$ cat config.mk
export PLATFORM = sky130hd
export DESIGN_NAME = cmp_arbiter
export DESIGN_NICKNAME = d
export VERILOG_FILES = /design/src/rtl/cmp_arbiter.sv
export SDC_FILE = /design/constraint.sdc
export NUM_CORES = 1
export LEC_CHECK = 0
export ABC_AREA = 0
export BUFFER_PORTS_ARGS = -buffer_cell sky130_fd_sc_hd__buf_4
export CAP_MARGIN = 20
export CORE_UTILIZATION = 45
export DETAILED_ROUTE_END_ITERATION = 10
export PLACE_DENSITY_LB_ADDON = 0.25
export SLEW_MARGIN = 20
export SYNTH_ARGS = -nofsm -noshare
export SYNTH_HDL_FRONTEND = slang
export SYNTH_SLANG_ARGS = --single-unit
export TNS_END_PERCENT = 100
$ cat constraint.sdc
create_clock -name clk -period 5.2 [get_ports clk]
set_input_delay 1.04 -clock clk [delete_from_list [all_inputs] [get_ports clk]]
set_output_delay 1.04 -clock clk [all_outputs]
set_load 0.02 [all_outputs]
$ cat src/rtl/cmp_arbiter.sv
// Shared registered subtract/compare unit. NREQ requesters offer operand pairs,
// a round-robin arbiter picks one, and a 3-state FSM returns {N,Z,C,V} with the winner's ID.
module cmp_arbiter #(
  parameter int NREQ = 4,
  parameter int W    = 32,
  parameter int IDW  = (NREQ > 1) ? $clog2(NREQ) : 1
) (
  input  logic                clk,
  input  logic                rst_n,
  input  logic [NREQ-1:0]     req_valid,
  input  logic [NREQ*W-1:0]   req_a,
  input  logic [NREQ*W-1:0]   req_b,
  output logic [NREQ-1:0]     req_ready,
  output logic                rsp_valid,
  input  logic                rsp_ready,
  output logic [IDW-1:0]      rsp_id,
  output logic [3:0]          rsp_flag,
  output logic                busy
);

  typedef enum logic [1:0] {
    S_IDLE = 2'd0,
    S_EXEC = 2'd1,
    S_RESP = 2'd2
  } state_t;

  state_t         r_state;
  state_t         w_state_nxt;

  logic [IDW-1:0] r_rr_ptr;
  logic [W-1:0]   r_a;
  logic [W-1:0]   r_b;
  logic [IDW-1:0] r_id;
  logic           r_rsp_valid;
  logic [IDW-1:0] r_rsp_id;
  logic [3:0]     r_rsp_flag;

  logic           w_found;
  logic [IDW-1:0] w_grant_id;
  logic [W-1:0]   w_grant_a;
  logic [W-1:0]   w_grant_b;
  logic [W:0]     w_diff;
  logic [3:0]     w_flag;
  logic           w_accept;
  logic [IDW-1:0] w_ptr_nxt;

  // Round-robin scan starting at r_rr_ptr; the first valid requester wins
  // and its operands are muxed out in the same pass.
  // NOTE: every always_comb output gets a default first so no path leaves it
  // unassigned, which would otherwise infer a latch.
  always_comb begin
    w_found    = 1'b0;
    w_grant_id = '0;
    w_grant_a  = '0;
    w_grant_b  = '0;
    for (int k = 0; k < NREQ; k++) begin
      int idx;
      idx = int'(r_rr_ptr) + k;
      if (idx >= NREQ) idx = idx - NREQ;
      if (!w_found && req_valid[idx]) begin
        w_found    = 1'b1;
        w_grant_id = idx[IDW-1:0];
        w_grant_a  = req_a[idx*W +: W];
        w_grant_b  = req_b[idx*W +: W];
      end
    end
  end

  assign w_accept  = (r_state == S_IDLE) && w_found;
  assign w_ptr_nxt = (w_grant_id == IDW'(NREQ - 1)) ? '0 : w_grant_id + 1'b1;

  always_comb begin
    req_ready = '0;
    if (w_accept) req_ready[w_grant_id] = 1'b1;
  end

  // Unsigned subtract with the extra top bit serving as the borrow.
  assign w_diff = {1'b0, r_a} - {1'b0, r_b};
  assign w_flag = {w_diff[W-1],
                   (w_diff[W-1:0] == '0),
                   w_diff[W],
                   (r_a[W-1] != r_b[W-1]) && (w_diff[W-1] != r_a[W-1])};

  always_comb begin
    w_state_nxt = r_state;
    case (r_state)
      S_IDLE:  if (w_found) w_state_nxt = S_EXEC;
      S_EXEC:  w_state_nxt = S_RESP;
      S_RESP:  if (rsp_ready) w_state_nxt = S_IDLE;
      default: w_state_nxt = S_IDLE;
    endcase
  end

  // NOTE: sequential state uses non-blocking assignments so every register
  // samples pre-edge values regardless of statement order.
  always_ff @(posedge clk or negedge rst_n) begin
    if (!rst_n) begin
      r_state <= S_IDLE;
    end else begin
      r_state <= w_state_nxt;
    end
  end

  always_ff @(posedge clk or negedge rst_n) begin
    if (!rst_n) begin
      r_rr_ptr    <= '0;
      r_a         <= '0;
      r_b         <= '0;
      r_id        <= '0;
      r_rsp_valid <= 1'b0;
      r_rsp_id    <= '0;
      r_rsp_flag  <= '0;
    end else begin
      if (w_accept) begin
        r_a      <= w_grant_a;
        r_b      <= w_grant_b;
        r_id     <= w_grant_id;
        r_rr_ptr <= w_ptr_nxt;
      end
      if (r_state == S_EXEC) begin
        r_rsp_flag  <= w_flag;
        r_rsp_id    <= r_id;
        r_rsp_valid <= 1'b1;
      end
      // rsp_ready is only honoured while a result is actually presented.
      if ((r_state == S_RESP) && r_rsp_valid && rsp_ready) begin
        r_rsp_valid <= 1'b0;
      end
    end
  end

  assign rsp_valid = r_rsp_valid;
  assign rsp_id    = r_rsp_id;
  assign rsp_flag  = r_rsp_flag;
  assign busy      = (r_state != S_IDLE);

endmodule

After elaboration in Yosys (flattened, before gate mapping)

Cells that the tools add are included.

Output and inout bits: 12
Latch bits: 0
Memories kept: 0
RAM bits: 0
ROM bits: 0
Bits in registers: 77

Add/sub/neg operators: 9
Shift operators: 8
Eq/ne operators: 7
Bitwise operators: 0
$mul: 0
Reductions and logical operators: 16
Mux-type cells: 41
Order comparisons: 10
Div/mod/pow operators: 0

Operators by type and width:

| operator                                                    | count |
|---|---|
| indexed part select 128 x 32 -> 32 bit                      | 8 |
| 2-to-1 mux 32 bit                                           | 12 |
| less-than comparator 32 x 4 -> 1 bit, second input constant | 4 |
| subtractor 32 x 32 -> 33 bit                                | 1 |
| zero test 32 bit                                            | 1 |
| 2-to-1 mux 1 bit                                            | 15 |
| 2-to-1 mux 2 bit                                            | 7 |
| subtractor 3 x 3 -> 4 bit, second input constant            | 3 |
| >= comparator 3 bit, second input constant                  | 3 |
| binary-select mux 1 bit (select 2 bit)                      | 4 |
| logical AND 1 bit                                           | 8 |
| adder 2 x 2 -> 3 bit, second input constant                 | 2 |
| case mux 2 bit (3 select lines)                             | 1 |
| == test 2 bit, second input constant                        | 2 |
| 2-to-1 mux 4 bit                                            | 1 |
| != test 2 bit, second input constant                        | 2 |
| nonzero test 2 bit                                          | 2 |
| subtractor 2 x 3 -> 4 bit, second input constant            | 1 |
| adder 2 x 1 -> 3 bit, second input constant                 | 1 |
| >= comparator 2 x 3 -> 1 bit, second input constant         | 1 |
| zero test 1 bit                                             | 3 |
| less-than comparator 2 x 3 -> 1 bit, second input constant  | 1 |
| adder 2 x 1 -> 2 bit, second input constant                 | 1 |
| demux 1 bit (select 2 bit)                                  | 1 |
| 5 further kinds                                             | 6 |

Longest topological paths before layout

Gate-level depths: netlist of the first run.

Word-level depth: 20
Mapped depth: 16
Mapped depth without buffers: 12

Worst setup path before layout of the first run

Ideal clock, no wire load.

Path type: register to output
Start: register r_rr_ptr[0]
End: output port req_ready[1]
Path slack: 359 ps
Cell stages (with the launch flop): 16
Arrival time: 3801 ps
Data required time: 4160 ps
Cell sequence: dfrtp_1 > buf_2 > buf_2 > buf_1 > clkbuf_1 > inv_1 > ha_1 > clkbuf_1 > buf_2 > buf_2 > clkbuf_1 > nor2_1 > a211oi_1 > inv_1 > ha_1 > and2_1

Cells in the longest elaborated chain, start to end: 20
Elaborated cells between the ends (all ways): 48
Classes of those cells: add/sub: 7; order compare: 6; mux: 27; reduce/logical: 8

RTL lines:

| element                                                                                                          | line | text |
|---|---|---|
| start: declaration                                                                                               | 30   | `logic [IDW-1:0] r_rr_ptr;` |
| start signal: assignment                                                                                         | 118  | `r_rr_ptr <= w_ptr_nxt;` |
| branches (longest 14 deep; another with subtractor 3 x 3 -> 4 bit)                                               | --   |  |
| 2-to-1 mux 2 bit (*)                                                                                             | 60   | `if (!w_found && req_valid[idx]) begin` |
| net w_grant_id[1]                                                                                                | 39   | `logic [IDW-1:0] w_grant_id;` |
| less-than comparator 2 x 3 -> 1 bit (not written as such) / >= comparator 2 x 1 -> 1 bit (equally long branches) | 74   | `if (w_accept) req_ready[w_grant_id] = 1'b1;` |
| logical AND 1 bit (not written as such)                                                                          | 74   |  |
| 2-to-1 mux 1 bit (not written as such)                                                                           | 74   |  |
| demux 1 bit (select 2 bit) (*)                                                                                   | 74   |  |
| 2-to-1 mux 4 bit (*)                                                                                             | 74   |  |
| end: declaration                                                                                                 | 13   | `output logic [NREQ-1:0] req_ready,` |

Mark *: on every way through the listed nets, which the timed path passes. The select of a mux whose other input is x is not followed.

Worst setup path in the final report of the first run

Start: register r_rr_ptr[0]
End: output port req_ready[0]

The elaborated chain is that of the path after synthesis.

==> results.py, run 1 <==
metrics = {
    "status": {
        "status": "completed",
    },
    "global_route": {
        "grt_first_pass_wirelength_um": 64500,
        "antenna_found_initial": 2,
        "track_usage": 0.286,
        "grt_max_degree": 125,
        "grt_remaining_overflow": 0,
        "grt_pass1_vias": 12100,
    },
    "pwr": {
        "vdd_drop_max_mv": 0.720,
        "leakagePower_nw": 6.07,
        "power_density_nw_per_um2": 743,
    },
    "clock_tree": {
        "cts_hold_buffers": 0,
        "cts_max_path_buffers": 2,
        "cts_buffers": 9,
        "clk_pin_slew_ns": 0.06,
        "postCtsSetupBuffers": 0,
        "cts_tree": "yes",
        "clk_latency_ns": 0.35,
        "cts_root_buf": "clkbuf_16",
        "post_cts_resized": 0,
        "cts.sinks": 77,
        "htree_levels": 3,
    },
    "critical_path": {
        "r2r_start": "r_rr_ptr[1]",
        "cp.required_ns": 4.16,
        "cp_num_buf_inv": 4,
        "cpLargestDelayFamily": "flip-flops",
        "worstPathMaxFanout": 35,
        "r2r_cells": 9,
        "slowest_stage": "dfrtp_4",
        "worstPathArrival_ns": 3.26,
        "end_kind": "primary output",
        "worstSetupPathType": "reg -> out",
        "path_common_cell": "inv_1",
        "crit_chain": "inv_1 -> ha_4 -> inv_1 -> nor3_1 -> nor3_1 -> a211oi_1 -> inv_1 -> ha_1 -> and2_1 -> buf_4",
        "critPathMaxStageDelay_ns": 0.73,
        "r2r_setup_slack_ns": 1.33,
        "r2r-end": "r_b[14]",
        "worst_setup_path_start_kind": "flip-flop",
    },
    "route": {
        "first_iter_violations": 1037,
        "drc_errors": 0,
        "wire_per_inst_um": 21.3,
        "totalWireLength_um": 40800,
        "antenna_left": 0,
        "viasPerCell": 6.57,
        "first_pass_iters": 5,
        "via_count": 12600,
    },
    "yosys": {
        "synth_edf_count": 0,
        "postSynthCellCount": 1400,
        "syn_nets": 1705,
        "yosys_register_bits": 77,
        "ys.flop_type": "dfrtp_1",
        "async_reset_ff_frac": 1.00,
        "avgSynthCellArea_um2": 8.86,
        "synth_seq_area_share": 0.155,
        "synth.yosys.warnings": 0,
        "netlist_area_um2": 12400,
        "yosysUniqueCellTypes": 67,
    },
    "final_layout": {
        "final_common_cell": "buf_4",
        "drive_above_1_share": 0.335,
        "mostFrequentLayoutCells": "buf_4, nand2_1, o21ai_0",
        "utilization": 0.552,
        "syn_to_final_growth_pct": 20.2,
        "layout.nets": 1875,
    },
    "timing": {
        "min_period_ns": 4.30,
        "max_freq_ghz": 0.232,
        "rsz0062_at_grt": "no",
        "worst_slew_pin_slew_ns": 1.11,
        "drv_slew": 0,
        "tns_ns": 0,
        "final-setup-viol-count": 0,
        "worst_clock_skew_ns": 0.00551,
        "fin_crit_sh": 0.828,
        "slew-limit-headroom": 0.258,
        "timing.hold.ws_ns": 0.478,
        "hold_viol": 0,
    },
    "worst_hold_path": {
        "hold-path-endpoint": "r_b[31]",
        "hold_path.class": "reg -> reg",
        "hp-start": "r_b[31]",
        "holdPathStages": 2,
    },
    "floorplanning": {
        "ios": 275,
        "fp.dieArea_um2": 28200,
        "core_um2": 27000,
        "initial_core_util": 0.459,
        "rows": 60,
        "dieHeight_um": 168,
        "dieWidth_um": 168,
    },
    "placement": {
        "gp_congestion": 0.961,
        "io_buffer_count": 274,
        "dpl.hpwl_um": 30500,
    },
    "flow_run": {
        "cap_viol_max_count": 0,
    },
}
==> worst max path at each step <==
stage	from	endpoint	slack (ns)	cells after the start
2_1_floorplan	r_rr_ptr[0]	req_ready[1]	0.36	15
3_3_place_gp	req_valid[1]	req_ready[0]	1.05	11
3_5_place_dp	req_valid[1]	req_ready[2]	1.02	11
4_1_cts	r_rr_ptr[0]	req_ready[1]	0.90	10
5_1_grt	r_rr_ptr[0]	req_ready[0]	0.62	10
6_report	r_rr_ptr[0]	req_ready[0]	0.90	10
==> flip-flops by register name (all words and copies together), names as in the netlist <==
name and cells:
r_b 32, r_id 2, r_rr_ptr 2, rsp_valid 1, r_a 32, rsp_flag 4, r_state 2, rsp_id 2
==> kinds of logic after synthesis <==
| logic type | Yosys count | share of synthesized area |
|---|---|---|
| compound gates | 412 | 0.232 |
| xor+xnor | 14 | 0.00989 |
| fa+ha+maj | 42 | 0.0430 |
| buf+inv | 183 | 0.0578 |
| flops | 77 | 0.155 |
| mux | 267 | 0.353 |
| simple gates | 405 | 0.150 |
==> layer usage <==
layer  wire, um  global-route usage  part of all wire  vias up
li1           -                   -                 -     5784
met1      17200               0.389              0.42     6213
met2      19800               0.467              0.48      518
met3       2680              0.0421             0.066       71
met4       1160              0.0977             0.028        2
met5          8                   0           0.00020        -
==> synth_stat cells, types with 9 or more instances <==
| cell type | instances | area share |
|---|---|---|
| a32o_1 | 63 | 0.051 |
| nor3_1 | 13 | 0.0052 |
| nand4_1 | 12 | 0.0061 |
| dfrtp_1 | 77 | 0.16 |
| mux2i_1 | 69 | 0.056 |
| mux2_2 | 69 | 0.063 |
| a221oi_1 | 66 | 0.047 |
| buf_1 | 13 | 0.0039 |
| xnor2_1 | 10 | 0.0071 |
| nand2_1 | 236 | 0.071 |
| a21o_1 | 9 | 0.0054 |
| inv_1 | 50 | 0.015 |
| o211ai_1 | 9 | 0.0054 |
| a21oi_1 | 45 | 0.018 |
| o21a_1 | 14 | 0.0085 |
| nand3_1 | 10 | 0.0040 |
| mux4_2 | 129 | 0.23 |
| ha_1 | 41 | 0.041 |
| buf_2 | 15 | 0.0061 |
| nand2b_1 | 70 | 0.035 |
| o21ai_0 | 154 | 0.062 |
| clkbuf_1 | 102 | 0.031 |
| nor2_1 | 31 | 0.0094 |
==> through the flow <==
step / setup WS, ns / area, um2 / std cells / total power, mW
after floorplan: 0.359 / 12400 / 1400 / 8.14
after global placement: 1.05 / 14500 / 1899 / 10.1
after detailed placement: 1.02 / 14500 / 1899 / 10.3
after CTS: 0.902 / 14900 / 1915 / 11.0
after global routing: 0.620 / 14900 / 1917 / 12.0
final: 0.896 / 14900 / 1917 / 11.1
==> area by class of cell <==
class / count / area (um2)
fillers: 2440 / 12100
multi-input cells: 1140 / 9800
repair buffers: 291 / 2220
flip-flops and latches: 77 / 1930
well taps: 341 / 427
clock buffers: 9 / 225
inverters: 51 / 191
clock inverters: 7 / 114
diodes: 1 / 2.50
==> power by group <==
group          switching, mW  internal, mW
Clock                  0.288         0.436
Sequential             0.297         0.909
Combinational           5.08          4.07
==> worst register-to-register path: cells and delay by family (launching register included) <==
family / cells / cell delay, ns
compound gates: 4 / 1.05
flops: 1 / 0.66
buf+inv: 4 / 1.81
fa+ha+maj: 1 / 0.26
No activity file was read; power rests on OpenSTA's default activity.
==> inputs of run 2 (changes only) <==
Clock period 5.2 ns to 4 ns, I/O delays scaled along.
==> run 2 against run 1 <==
First-iteration DRC count grew 6.3%. Clock skew grew 0.0036 ns. Non-clock buffer count grew 7. Combinational power grew 33%. Critical path type unchanged. Largest cell class unchanged. Highest routed layer is now met4.
==> results.py, run 2 (synthesis results as in run 1) <==
metrics = {
    "timing": {
        "worst_slew_pin_slew_ns": 0.960,
        "worst_clock_skew_ns": 0.00908,
        "setup_ws_ns": 0.257,
        "drv_slew": 0,
        "slew-limit-headroom": 0.360,
        "final-setup-viol-count": 0,
        "max_freq_ghz": 0.267,
        "tns_ns": 0,
        "hold_viol": 0,
        "rsz0062_at_grt": "no",
        "fin_crit_sh": 0.936,
        "min_period_ns": 3.74,
    },
    "route": {
        "viasPerCell": 6.47,
        "via_count": 12500,
        "first_pass_iters": 5,
        "first_iter_violations": 1102,
        "totalWireLength_um": 40900,
        "antenna_left": 0,
        "wire_per_inst_um": 21.3,
        "drc_errors": 0,
    },
    "global_route": {
        "track_usage": 0.287,
        "grt_remaining_overflow": 0,
        "grt_pass1_vias": 11900,
        "grt_max_degree": 137,
        "grt_first_pass_wirelength_um": 64200,
        "antenna_found_initial": 0,
    },
    "clock_tree": {
        "clk_pin_slew_ns": 0.07,
        "postCtsSetupBuffers": 0,
        "cts_buffers": 9,
        "clk_latency_ns": 0.36,
        "cts_max_path_buffers": 2,
        "htree_levels": 3,
        "cts_root_buf": "clkbuf_16",
        "cts_tree": "yes",
        "cts.sinks": 77,
    },
    "final_layout": {
        "final_common_cell": "buf_4",
        "fillers": 2485,
        "mostFrequentLayoutCells": "buf_4, nand2_1, o21ai_0",
        "syn_to_final_growth_pct": 20.5,
        "n_antenna_cell": 0,
        "drive_above_1_share": 0.338,
        "layout.nets": 1882,
    },
    "floorplanning": {
        "core_um2": 27000,
        "initial_core_util": 0.459,
        "fp.dieArea_um2": 28200,
        "dieHeight_um": 168,
        "rows": 60,
        "dieWidth_um": 168,
        "ios": 275,
    },
    "worst_hold_path": {
        "holdPathStages": 2,
        "hp-start": "rsp_flag[0]",
        "hold_path.class": "reg -> reg",
        "hold-path-endpoint": "rsp_flag[0]",
    },
    "flow_run": {
        "cap_viol_max_count": 0,
    },
    "critical_path": {
        "crit_chain": "inv_1 -> ha_4 -> buf_4 -> nor2_1 -> a211oi_2 -> inv_1 -> ha_1 -> and2_1 -> buf_4",
        "critPathMaxStageDelay_ns": 0.60,
        "worstPathArrival_ns": 2.94,
        "r2r_setup_slack_ns": 0.49,
        "r2r_start": "r_rr_ptr[0]",
        "r2r_cells": 7,
        "end_kind": "primary output",
        "r2r-end": "r_b[20]",
        "worst_setup_path_start_kind": "flip-flop",
        "worstSetupPathType": "reg -> out",
        "worstPathMaxFanout": 22,
        "cp_num_buf_inv": 4,
        "slowest_stage": "dfrtp_4",
        "cpLargestDelayFamily": "buffers and inverters",
        "cp.required_ns": 3.20,
    },
    "placement": {
        "dpl.hpwl_um": 31300,
        "dp_slack_ns": 0.285,
        "gp_congestion": 0.954,
        "io_buffer_count": 274,
    },
    "status": {
        "status": "completed",
    },
    "pwr": {
        "power_density_nw_per_um2": 975,
        "vdd_drop_max_mv": 0.648,
        "leakagePower_nw": 6.09,
    },
}
run 2: cell count changes in the layout (fill, tap and decap cells not counted):
cell       change
buf_12         +2
a211oi_2       +1
buf_16         -1
inv_6          +2
clkinv_4       +1
o21ai_1        +1
inv_8          -2
bufinv_16      -1
o21ai_0        -1
diode_2        -1
buf_4          +6
a211oi_1       -1
run 2: metal layers:
layer	part of all wire	vias up	global-route usage
li1	-	5790	-
met1	0.44	6157	0.399
met2	0.49	472	0.477
met3	0.056	31	0.0343
met4	0.012	0	0.0638
met5	0	-	0
run 2: through the flow:
stage          std cells  instance area [um2]  total power [mW]  hold slack [ns]   util
3_3_place_gp        1907                14600              13.4            0.465  0.541
4_1_cts             1923                14900              14.5            0.485  0.553
3_5_place_dp        1907                14600              13.6            0.465  0.541
2_1_floorplan       1400                12400              10.6            0.444      -
6_report            1923                14900              14.6            0.479  0.553
5_1_grt             1923                14900              15.7            0.505  0.553
run 2: where the power goes:
part / total (mW) / switching [mW] / leakage [nW] / internal (mW)
Combinational: 12.2 / 6.83 / 4.98 / 5.37
Clock: 0.878 / 0.378 / 0.155 / 0.500
Sequential: 1.48 / 0.302 / 0.956 / 1.18
run 2: worst min-delay path, cell delays in order (launching register included):
cell     delay, ns
dfrtp_1       0.34
nand2_1       0.05
o31ai_1       0.05
run 2: layout make-up:
type | instances | area (um2) | share of cell area
clock buffer | 9 | 225 | 0.0151
tap | 341 | 427 | 0.0286
clock inverter | 7 | 87.6 | 0.00586
sequential | 77 | 1930 | 0.129
inverter | 51 | 191 | 0.0128
timing repair buffer | 298 | 2270 | 0.152
multi-input combinational | 1140 | 9800 | 0.656
run 2: how the worst max path moves through the flow:
stage / from / to / slack [ns] / depth (start not counted)
2_1_floorplan: r_rr_ptr[0] / req_ready[1] / 0.03 / 15
3_3_place_gp: req_valid[0] / req_ready[2] / 0.33 / 11
3_5_place_dp: req_valid[0] / req_ready[2] / 0.29 / 10
4_1_cts: r_rr_ptr[0] / req_ready[2] / 0.14 / 9
5_1_grt: r_rr_ptr[0] / req_ready[2] / 0.06 / 10
6_report: r_rr_ptr[0] / req_ready[1] / 0.26 / 9
run 2: timing repair:
| action | in CTS | in global routing |
|---|---|---|
| gates resized for setup | 0 | 1 |
| endpoints found under the setup margin | 0 | 2 |
| hold buffers | 0 | 0 |
==> inputs of run 3 (changes only) <==
Clock period 4 ns to 3.8 ns, I/O delays scaled along.
==> run 3 against run 2 <==
Combinational power up 6%. Non-clock buffer count grew 10. Cell count is 0.57% higher. Hold slack got worse by 0.0013 ns. Routed wire length grew 0.90%. Core utilization increased by 0.46 points. Setup slack gained 0.018 ns. Count of clock-buffer cells in the layout is 1 higher. Power increased by 6.2%. Cell area is 0.84% higher. Critical path depth increased by 1. Global-route usage rose by 0.16 points. Critical endpoint is now req_ready[0]. Largest cell class unchanged. Largest power group unchanged.
==> results.py, run 3 (synthesis results as in run 1) <==
metrics = {
    "status": {
        "status": "completed",
    },
    "worst_hold_path": {
        "hold-path-endpoint": "r_a[0]",
        "hold_path.class": "reg -> reg",
        "holdPathStages": 2,
        "hp-start": "r_a[0]",
    },
    "placement": {
        "io_buffer_count": 274,
        "dpl.hpwl_um": 31600,
        "gp_congestion": 0.947,
    },
    "route": {
        "wire_per_inst_um": 21.3,
        "first_pass_iters": 5,
        "drc_errors": 0,
        "first_iter_violations": 1379,
        "viasPerCell": 6.51,
        "antenna_left": 0,
        "totalWireLength_um": 41300,
        "via_count": 12600,
    },
    "critical_path": {
        "end_kind": "primary output",
        "worstPathArrival_ns": 2.77,
        "r2r_start": "r_rr_ptr[1]",
        "worstSetupPathType": "reg -> out",
        "cp.required_ns": 3.04,
        "r2r-end": "r_b[19]",
        "r2r_setup_slack_ns": 0.41,
        "r2r_cells": 7,
        "worst_setup_path_start_kind": "flip-flop",
        "worstPathMaxFanout": 26,
    },
    "clock_tree": {
        "cts_root_buf": "clkbuf_16",
        "post_cts_resized": 0,
        "cts.sinks": 77,
        "clk_latency_ns": 0.36,
        "cts_tree": "yes",
        "cts_hold_buffers": 0,
        "postCtsSetupBuffers": 0,
        "clk_pin_slew_ns": 0.07,
        "cts_buffers": 9,
        "cts_max_path_buffers": 2,
        "htree_levels": 3,
    },
    "flow_run": {
        "cap_viol_max_count": 0,
    },
    "global_route": {
        "track_usage": 0.288,
        "grt_first_pass_wirelength_um": 64600,
        "antenna_found_initial": 0,
        "grt_pass1_vias": 12100,
        "grt_remaining_overflow": 0,
        "grt_max_degree": 99,
    },
    "timing": {
        "worst_slew_pin_slew_ns": 0.969,
        "fin_crit_sh": 0.928,
        "worst_clock_skew_ns": 0.0151,
        "drv_slew": 0,
        "tns_ns": 0,
        "slew-limit-headroom": 0.353,
        "final-setup-viol-count": 0,
        "max_freq_ghz": 0.284,
        "hold_viol": 0,
        "rsz0062_at_grt": "no",
        "min_period_ns": 3.53,
    },
    "final_layout": {
        "layout.nets": 1892,
        "final_common_cell": "buf_4",
        "mostFrequentLayoutCells": "buf_4, nand2_1, o21ai_0",
        "syn_to_final_growth_pct": 21.5,
        "utilization": 0.557,
        "drive_above_1_share": 0.342,
    },
    "pwr": {
        "leakagePower_nw": 6.15,
        "vdd_drop_max_mv": 0.793,
        "p_total_mw": 15.5,
        "power_density_nw_per_um2": 1030,
    },
    "floorplanning": {
        "ios": 275,
        "core_um2": 27000,
        "dieWidth_um": 168,
        "dieHeight_um": 168,
        "initial_core_util": 0.459,
        "fp.dieArea_um2": 28200,
        "rows": 60,
    },
}
-- run 3: cell types whose count changed in the layout (fill, tap and decap cells not counted), sizes merged --
cell	change
inv	-3
clkinvlp	+1
diode	+1
bufinv	+1
buf	+10
clkbuf	+1
-- run 3: per-stage QoR --
| step | worst slack [ns] | instance area [um2] | hold slack (ns) | instances |
|---|---|---|---|---|
| 3_3_place_gp | 0.473 | 14700 | 0.465 | 1917 |
| 3_5_place_dp | 0.418 | 14700 | 0.471 | 1917 |
| 5_1_grt | 0.0471 | 15100 | 0.499 | 1933 |
| 2_1_floorplan | 0.00775 | 12400 | 0.444 | 1400 |
| 6_report | 0.275 | 15100 | 0.477 | 1934 |
| 4_1_cts | 0.296 | 15100 | 0.486 | 1933 |
-- run 3: area by class of cell --
type / count / area [um2]
Clock buffer: 10 / 229
Timing Repair Buffer: 308 / 2390
Multi-Input combinational cell: 1140 / 9800
Antenna cell: 1 / 2.50
Fill cell: 2471 / 12000
Clock inverter: 6 / 93.8
Tap cell: 341 / 427
Sequential cell: 77 / 1930
Inverter: 51 / 191
-- run 3: power by group --
group / leakage [nW] / internal (mW) / switching (mW)
registers: 0.956 / 1.24 / 0.359
logic: 5.04 / 5.77 / 7.14
clock network: 0.154 / 0.581 / 0.370
-- run 3: critical path, stage by stage (launching register included) --
cell      delay, ns
dfrtp_4        0.62
inv_2          0.10
ha_4           0.37
inv_1          0.09
nor3_1         0.17
nor3_1         0.08
a211oi_2       0.31
inv_1          0.16
ha_1           0.21
and2_1         0.13
buf_4          0.15
-- run 3: per-layer routing --
layer  up-vias  global-route usage  wire length (um)
li1       5828                   -                 -
met5         -                   0                 0
met3        68              0.0357              2560
met4         0              0.0858              1050
met2       491               0.470             19600
met1      6202               0.401             18000
-- run 3: how the worst max path moves through the flow --
| stage | endpoint | from | slack (ns) |
|---|---|---|---|
| 5_1_grt | req_ready[0] | r_rr_ptr[0] | 0.05 |
| 3_3_place_gp | req_ready[3] | req_valid[0] | 0.47 |
| 4_1_cts | req_ready[0] | r_rr_ptr[1] | 0.30 |
| 6_report | req_ready[0] | r_rr_ptr[1] | 0.27 |
| 2_1_floorplan | req_ready[1] | r_rr_ptr[0] | 0.008 |
| 3_5_place_dp | r_a[7] | req_valid[0] | 0.42 |
